## src/rtl/fir_coeff_loader_if.sv

```systemverilog
// rtl/fir_coeff_loader_if.sv - host coefficient write stream between host and loader
//
// Purpose: carries one coefficient word per accepted handshake (wr_valid & wr_ready).
// Signals:
//   wr_valid  host -> loader  word on wr_data is valid
//   wr_data   host -> loader  coefficient word, CW bits, tap 0 first
//   wr_ready  loader -> host  loader can take wr_data this cycle
interface fir_coeff_loader_if #(
  parameter int CW = 17
);
  logic          wr_valid;
  logic [CW-1:0] wr_data;
  logic          wr_ready;

  modport master (
    output wr_valid,
    output wr_data,
    input  wr_ready
  );

  modport slave (
    input  wr_valid,
    input  wr_data,
    output wr_ready
  );
endinterface

```

## src/rtl/fir_coeff_loader.sv

```systemverilog
// rtl/fir_coeff_loader.sv - shadow/active coefficient bank loader for the FIR_4_tap cascade
//
// Purpose: collects NTAPS coefficient words into a shadow bank, then copies the whole
// bank into the active bank on one sample-enable edge so no sample sees a mixed set.
// Ports:
//   clk, rst_n      clock, asynchronous active-low reset
//   i_sample_en     sample strobe shared with the FIR stages; gates the commit
//   i_load_start    pulse: begin (or restart) a load
//   i_load_abort    pulse: drop the load in progress
//   i_err_clr       clears the sticky error flag
//   wr              coefficient write stream (slave side)
//   o_coeff_flat    active bank, tap k at [k*CW +: CW]
//   o_busy          loading or waiting for commit
//   o_done          one-cycle pulse after the commit edge
//   o_err           sticky: restart during a load, or a write while idle
module fir_coeff_loader #(
  parameter int            NTAPS       = 16,
  parameter int            CW          = 17,
  parameter logic [CW-1:0] RESET_COEFF = '0
) (
  input  logic                  clk,
  input  logic                  rst_n,
  input  logic                  i_sample_en,
  input  logic                  i_load_start,
  input  logic                  i_load_abort,
  input  logic                  i_err_clr,
  fir_coeff_loader_if.slave     wr,
  output logic [NTAPS*CW-1:0]   o_coeff_flat,
  output logic                  o_busy,
  output logic                  o_done,
  output logic                  o_err
);

  localparam int            IW       = $clog2(NTAPS);
  localparam logic [IW-1:0] LAST_IDX = IW'(NTAPS - 1);

  typedef enum logic [1:0] {
    S_IDLE = 2'd0,
    S_LOAD = 2'd1,
    S_PEND = 2'd2
  } state_t;

  state_t                r_state;
  logic [IW-1:0]         r_idx;
  logic [CW-1:0]         r_shadow [NTAPS];
  logic [NTAPS*CW-1:0]   r_active;
  logic                  r_wr_ready;
  logic                  r_busy;
  logic                  r_done;
  logic                  r_err;

  logic                  w_active_load;
  logic                  w_err_set;

  assign w_active_load = (r_state == S_LOAD) || (r_state == S_PEND);

  // A stray write while idle, or a restart that is not overridden by abort.
  assign w_err_set = ((r_state == S_IDLE) && wr.wr_valid) ||
                     (w_active_load && !i_load_abort && i_load_start);

  always_ff @(posedge clk or negedge rst_n) begin
    if (!rst_n) begin
      r_state    <= S_IDLE;
      r_idx      <= '0;
      r_wr_ready <= 1'b0;
      r_busy     <= 1'b0;
      r_done     <= 1'b0;
      r_err      <= 1'b0;
      for (int k = 0; k < NTAPS; k++) begin
        r_shadow[k]             <= RESET_COEFF;
        r_active[k*CW +: CW]    <= RESET_COEFF;
      end
    end else begin
      r_done <= 1'b0;
      // Set has priority over clear.
      r_err  <= w_err_set | (r_err & ~i_err_clr);

      case (r_state)
        S_IDLE: begin
          if (i_load_start) begin
            r_state    <= S_LOAD;
            r_idx      <= '0;
            r_wr_ready <= 1'b1;
            r_busy     <= 1'b1;
          end
        end

        S_LOAD, S_PEND: begin
          if (i_load_abort) begin
            // Also drops any word offered on this edge, including the final one.
            r_state    <= S_IDLE;
            r_wr_ready <= 1'b0;
            r_busy     <= 1'b0;
          end else if (i_load_start) begin
            r_state    <= S_LOAD;
            r_idx      <= '0;
            r_wr_ready <= 1'b1;
            r_busy     <= 1'b1;
          end else if ((r_state == S_LOAD) && wr.wr_valid) begin
            r_shadow[r_idx] <= wr.wr_data;
            if (r_idx == LAST_IDX) begin
              r_state    <= S_PEND;
              r_wr_ready <= 1'b0;
            end else begin
              r_idx <= r_idx + 1'b1;
            end
          end else if ((r_state == S_PEND) && i_sample_en) begin
            // The sample taken on this edge still sees the old bank.
            for (int k = 0; k < NTAPS; k++) begin
              r_active[k*CW +: CW] <= r_shadow[k];
            end
            r_state <= S_IDLE;
            r_busy  <= 1'b0;
            r_done  <= 1'b1;
          end
        end

        default: begin
          r_state    <= S_IDLE;
          r_wr_ready <= 1'b0;
          r_busy     <= 1'b0;
        end
      endcase
    end
  end

  assign wr.wr_ready  = r_wr_ready;
  assign o_coeff_flat = r_active;
  assign o_busy       = r_busy;
  assign o_done       = r_done;
  assign o_err        = r_err;

endmodule
```

## src/flat_wrapper.sv

```systemverilog
// flat-port wrapper written by rule: the top's interface ports become plain ports
module fir_coeff_loader_flat 
#(
  parameter int            NTAPS       = 16,
  parameter int            CW          = 17,
  parameter logic [CW-1:0] RESET_COEFF = '0
)
  (clk, rst_n, i_sample_en, i_load_start, i_load_abort, i_err_clr, o_coeff_flat, o_busy, o_done, o_err, wr_wr_valid, wr_wr_data, wr_wr_ready);
  fir_coeff_loader_if #(.CW(CW)) wr_i ();
  input  logic clk;
  input  logic rst_n;
  input  logic i_sample_en;
  input  logic i_load_start;
  input  logic i_load_abort;
  input  logic i_err_clr;
  output logic [NTAPS*CW-1:0] o_coeff_flat;
  output logic o_busy;
  output logic o_done;
  output logic o_err;
  input wire logic [$bits(wr_i.wr_valid)-1:0] wr_wr_valid;
  input wire logic [$bits(wr_i.wr_data)-1:0] wr_wr_data;
  output wire logic [$bits(wr_i.wr_ready)-1:0] wr_wr_ready;
  assign wr_i.wr_valid = wr_wr_valid;
  assign wr_i.wr_data = wr_wr_data;
  assign wr_wr_ready = wr_i.wr_ready;
  fir_coeff_loader #(.NTAPS(NTAPS), .CW(CW), .RESET_COEFF(RESET_COEFF)) u_core (.clk(clk), .rst_n(rst_n), .i_sample_en(i_sample_en), .i_load_start(i_load_start), .i_load_abort(i_load_abort), .i_err_clr(i_err_clr), .wr(wr_i), .o_coeff_flat(o_coeff_flat), .o_busy(o_busy), .o_done(o_done), .o_err(o_err));
endmodule
```

## config.mk

```make
export PLATFORM = sky130hd
export DESIGN_NAME = fir_coeff_loader_flat
export DESIGN_NICKNAME = d
export VERILOG_FILES = /design/src/rtl/fir_coeff_loader_if.sv /design/src/rtl/fir_coeff_loader.sv /design/src/flat_wrapper.sv
export SDC_FILE = /design/constraint.sdc
export NUM_CORES = 1
export LEC_CHECK = 0
export CORE_MARGIN = 3
export CORE_UTILIZATION = 49
export CTS_BUF_LIST = sky130_fd_sc_hd__clkbuf_8 sky130_fd_sc_hd__clkbuf_16
export DETAILED_ROUTE_END_ITERATION = 10
export PLACE_DENSITY = 0.85
export SETUP_SLACK_MARGIN = 0.2
export SLEW_MARGIN = 10
export SYNTH_ARGS = -nofsm -noshare
export SYNTH_HDL_FRONTEND = slang
export SYNTH_SLANG_ARGS = --single-unit
export TNS_END_PERCENT = 30
```

## constraint.sdc

```tcl
create_clock -name clk -period 2.1 [get_ports clk]
set_input_delay 0.42 -clock clk [delete_from_list [all_inputs] [get_ports clk]]
set_output_delay 0.42 -clock clk [all_outputs]
set_load 0.02 [all_outputs]
```

# Word level (Yosys, flattened, before mapping)
# Cells that the tools add are included.
# word_totals
regBits	554
inputBits	24
output_inout_bits	276
wordCells	96
# op_classes
addsub	1
magnitude_cmp	2
eq_ne	13
muxes	32
n_bitwise	7
reduce_logical	18
# ops
cell	n
bitwise mux 272 bit	1
demux 17 bit (select 4 bit)	1
2-to-1 mux 4 bit	5
2-to-1 mux 17 bit	1
2-to-1 mux 1 bit	14
2-to-1 mux 2 bit	6
inequality test 4 x 3 -> 1 bit, second input constant	3
AND reduction 5 bit	2
AND reduction 3 bit	3
case mux 4 bit (2 select lines)	1
logical AND 1 bit	6
greater-or-equal comparator 5 bit, second input constant	1
< comparator 5 x 1 -> 1 bit, second input constant	1
inequality test 5 x 3 -> 1 bit, second input constant	1
inequality test 5 bit, second input constant	1
inverter 4 -> 5 bit	1
adder 4 x 1 -> 4 bit, second input constant	1
equality test 4 bit, second input constant	1
inequality test 2 bit, second input constant	2
inequality test 4 bit, second input constant	1
inverter 1 bit	4
case mux 1 bit (2 select lines)	2
case mux 2 bit (2 select lines)	1
AND reduction 4 bit	1
other kinds (11)	12

# Logic depth before layout (Yosys ltp)
# depth
depth_word	7
mapped_depth	8

# Worst setup path before layout
# No wires, ideal clock.
# synth_path
path_type	register -> register
start	register u_core.r_state[0]
end	register u_core.r_shadow[167] (netlist bit)
setup_time_ps	125
arrival_time_ps	2016
required_time_ps	1975
path_slack_ps	-40
path_stages_with_launch	9
period_less_slack_ps	2140
cell_sequence	dfrtp_1 -> inv_1 -> ha_1 -> and4b_1 -> buf_4 -> nand3_4 -> nor2_8 -> buf_6 -> mux2_2
# synth_via
elab_chain_len	3
elab_cells_between_ends	5
# synth_lines
item	line	source
from (decl)	fir_coeff_loader.sv:43	state_t r_state;
from (signal assigned)	fir_coeff_loader.sv:63	r_state <= S_IDLE;
from (signal assigned)	fir_coeff_loader.sv:81	r_state <= S_LOAD;
from (signal assigned)	fir_coeff_loader.sv:91	r_state <= S_IDLE;
equality test 2 bit or equality test 2 x 1 -> 1 bit (tied branches)	fir_coeff_loader.sv:78, fir_coeff_loader.sv:99	
OR reduction 2 bit or logical AND 1 bit (tied branches)	fir_coeff_loader.sv:78, fir_coeff_loader.sv:99	
AND reduction 4 bit (no source line) (*)	--	
to (signal, indexed assignment)	fir_coeff_loader.sv:100	r_shadow[r_idx] <= wr.wr_data;
to (decl)	fir_coeff_loader.sv:45	logic [CW-1:0] r_shadow [NTAPS];
# Every way passes the cells marked *; elsewhere a longest branch is shown, timed or not.
# A chain may end at the register's enable or synchronous reset.

# Worst setup path after layout
# layout_path
start	register u_core.r_state[0]
end	register u_core.r_active[127], in the netlist u_core.o_coeff_flat[127]
# layout_via
elab_chain_len	4
elab_cells_between_ends	7
# layout_lines
item	line	source
equality test 2 x 1 -> 1 bit	fir_coeff_loader.sv:78, fir_coeff_loader.sv:99	
logical AND 1 bit	fir_coeff_loader.sv:99	end else if ((r_state == S_LOAD) && wr.wr_valid) begin
inverter 1 bit (no source line)	--	
AND reduction 5 bit (no source line) (*)	--	
to (signal, indexed assignment)	fir_coeff_loader.sv:110	r_active[k*CW +: CW] <= r_shadow[k];
to (decl)	fir_coeff_loader.sv:46	logic [NTAPS*CW-1:0] r_active;
# Marks and branches as above.

==> impl_metrics.toml <==
[global_routing]
grt_use_met2_pct = 41.5
grtUsageMet1_pct = 35.0
overflow = 0
grtUsageMet3_pct = 4.99
grt_pass1_wl_mm = 87.0
grt_pass1_vias = 14000
grt_max_degree = 72
top_usage_layer = "met2"
grt_usage_pct = 25.2
antenna_found_initial = 0

[sta]
rsz0062_at_grt = "yes"
fin_crit_sh_pct = 109
finalWorstSetupSlack_ns = -0.196
worst_pin_slew_ns = 0.597
finalClockSkew_ns = 0.0186
max_slew_margin_pct = 60.2
hold_violations = 0
finalSetupViolCount = 508
max_freq_mhz = 436
post-route-min-period_ns = 2.30
report.final.slew_viol_count = 0

[worst_setup_path]
startpoint_type = "flop"
reg2reg_depth = 9
worstPathRequired_ns = 2.57
crit_fanout = 17
crit_arrival_ns = 2.77
cp-end-kind = "flop"
reg2reg_from = "u_core.r_state[0]"
worstSetupPathType = "flop to flop"
crit_path_start = "u_core.r_state[0]"

[route]
drt-initial-drc-count = 844
routed_wl_mm = 58.1
num_vias = 12700
detail-route-antenna-nets = 0
viasPerCell = 5.53
first_pass_iters = 5
post_drt_wl_per_cell_um = 25.3
post-route-drc-count = 0

[yosys]
yosys_register_bits = 554
yosysUniqueCellTypes = 41
synth_cells = 1252
synth.area.top_cells = "dfrtp_1 (66%), mux2_2 (28%), mux2_1 (1.5%), buf_2 (0.83%), nand3_4 (0.58%)"
yosysWarnings = 0
yosys_most_used_dff = "dfrtp_1"
synth_top_cell_area_share_pct = 65.6
syn_area_sq_um = 21100
synth_top_area_cell = "dfrtp_1"
ys_seq_area_share_pct = 65.6
synth_edf_count = 0
syn-num-nets = 1284
synthArstFlopShare_pct = 100
syn-mean-instance-area_sq_um = 16.9

[cts]
cts_made_buffers = 56
cts_sinks = 554
clk_latency_ns = 0.61
h-tree-depth = 2
tritoncts = "done"
clock_path_buffers = 3
clockRootBuffer = "clkbuf_16"
clk_pin_slew_ns = 0.06

[floorplan]
rows = 75
ios = 300
chipHeight_um = 214
dieArea_sq_um = 45600
die_w_um = 214
design.core.area_sq_um = 42200
start_util_pct = 50.0

[outcome]
outcome = "finished with violations"
failed_checks = "negative setup slack"

[final_layout]
drive_gt1_share_pct = 47.4
area_growth_pct = 39.4
post-route-util_pct = 69.7
layout_commonest_cell = "dfrtp_1"
final_cell_mix = "dfrtp_1 (554), mux2_2 (366), clkdlybuf4s50_1 (298)"
nets = 1739
fin_area_sq_um = 29400
n_antenna_cell = 0

[flow_run]
max-cap-violations = 0

[placed_design]
hpwl_mm = 33.8
gp_congestion = 0.804
port_buffers = 299
dpl_worst_slack_ns = -0.403
post_dp_cell_area_sq_um = 25800

[hold_path]
hold_path.class = "input port to asynchronous set/reset pin"

[power_and_ir_drop]
p_leak_nw = 14.3
power_density_nw_per_um2 = 782
ir_drop_v = 0.000718
## through the flow
| step | hold WS, ns | setup TNS [ns] | power [mW] | std cells |
|---|---|---|---|---|
| 2_1_floorplan | 0.124 | 0 | 12.1 | 1252 |
| 3_3_place_gp | 0.426 | -151.86 | 12.8 | 2129 |
| 3_5_place_dp | 0.422 | -168.72 | 12.9 | 2129 |
| 4_1_cts | 0.376 | -28.45 | 23.1 | 2276 |
| 5_1_grt | 0.389 | -75.42 | 23.8 | 2291 |
| 6_report | 0.390 | -49.27 | 23.0 | 2291 |
## area by class of cell
class                      count  area [sq um]
clock inverter                29           224
fill                        2508         12800
multi-input combinational    626          7570
tap                          539           674
inverter                       7          26.3
clock buffer                  74          1660
sequential                   554         13900
timing repair buffer         462          5420
## worst paths after layout
path,endpoint,slack (ns)
worst min register to register,u_core.r_shadow[15],0.49
worst max-delay path,u_core.o_coeff_flat[127],-0.20
worst min-delay path,u_core.o_coeff_flat[206],0.39
max in group asynchronous,u_core.r_shadow[110],0.90
min in group clk,u_core.r_shadow[15],0.49
worst max register to register,u_core.o_coeff_flat[127],-0.20
## layer usage
| layer | up-vias | share of wire, % |
|---|---|---|
| li1 | 5352 | - |
| met1 | 6798 | 44 |
| met2 | 433 | 49 |
| met3 | 92 | 5.3 |
| met4 | 0 | 2.0 |
| met5 | - | 0 |
## cells in the mapped netlist (all sizes together) (2+ instances only)
master / n
o21ai: 6
nand2: 10
a21oi: 3
and3: 3
mux2: 545
nand2b: 3
and2: 3
nand4: 2
buf: 48
inv: 7
nor2: 15
nor3: 4
nand3: 10
dfrtp: 554
ha: 8
nor2b: 2
clkbuf: 17
## flip-flops by register name, indices dropped and copies added (netlist names)
register / count
u_core.o_busy: 1
u_core.o_coeff_flat: 272
u_core.o_done: 1
u_core.o_err: 1
u_core.r_idx: 4
u_core.r_shadow: 272
u_core.r_state: 2
u_core.wr.wr_ready: 1
## kinds of logic after synthesis
logic type,share of synthesized area [%]
adder cells (fa/ha/maj),0.474
multiplexers,29.1
flip-flops,65.6
AO/OA/AOI/OAI,0.575
buffers and inverters,1.84
AND/OR/NAND/NOR,2.42
## power breakdown
group | internal [mW] | leakage [nW] | switching, mW
Clock | 5.81 | 0.986 | 4.25
Sequential | 11.1 | 7.70 | 0.236
Combinational | 0.798 | 5.60 | 0.872
## worst max-delay path, cell delays in order, from the launching register on
cell and delay [ns]:
dfrtp_1 0.40, buf_4 0.15, ha_4 0.16, buf_6 0.13, and2_4 0.16, nor3_4 0.20, buf_12 0.17, buf_16 0.19
clkbuf_16 0.22, mux2_2 0.34
## repair_timing
action | CTS | global route
gates cloned | 19 | 5
setup buffers | 24 | 10
resized for setup | 142 | 44
pin swaps | 6 | 2
hold buffers | 1 | 0
hold endpoints to repair | 42 | 0
endpoints found under the setup margin | 824 | 826
(Power assumes the default switching activity.)
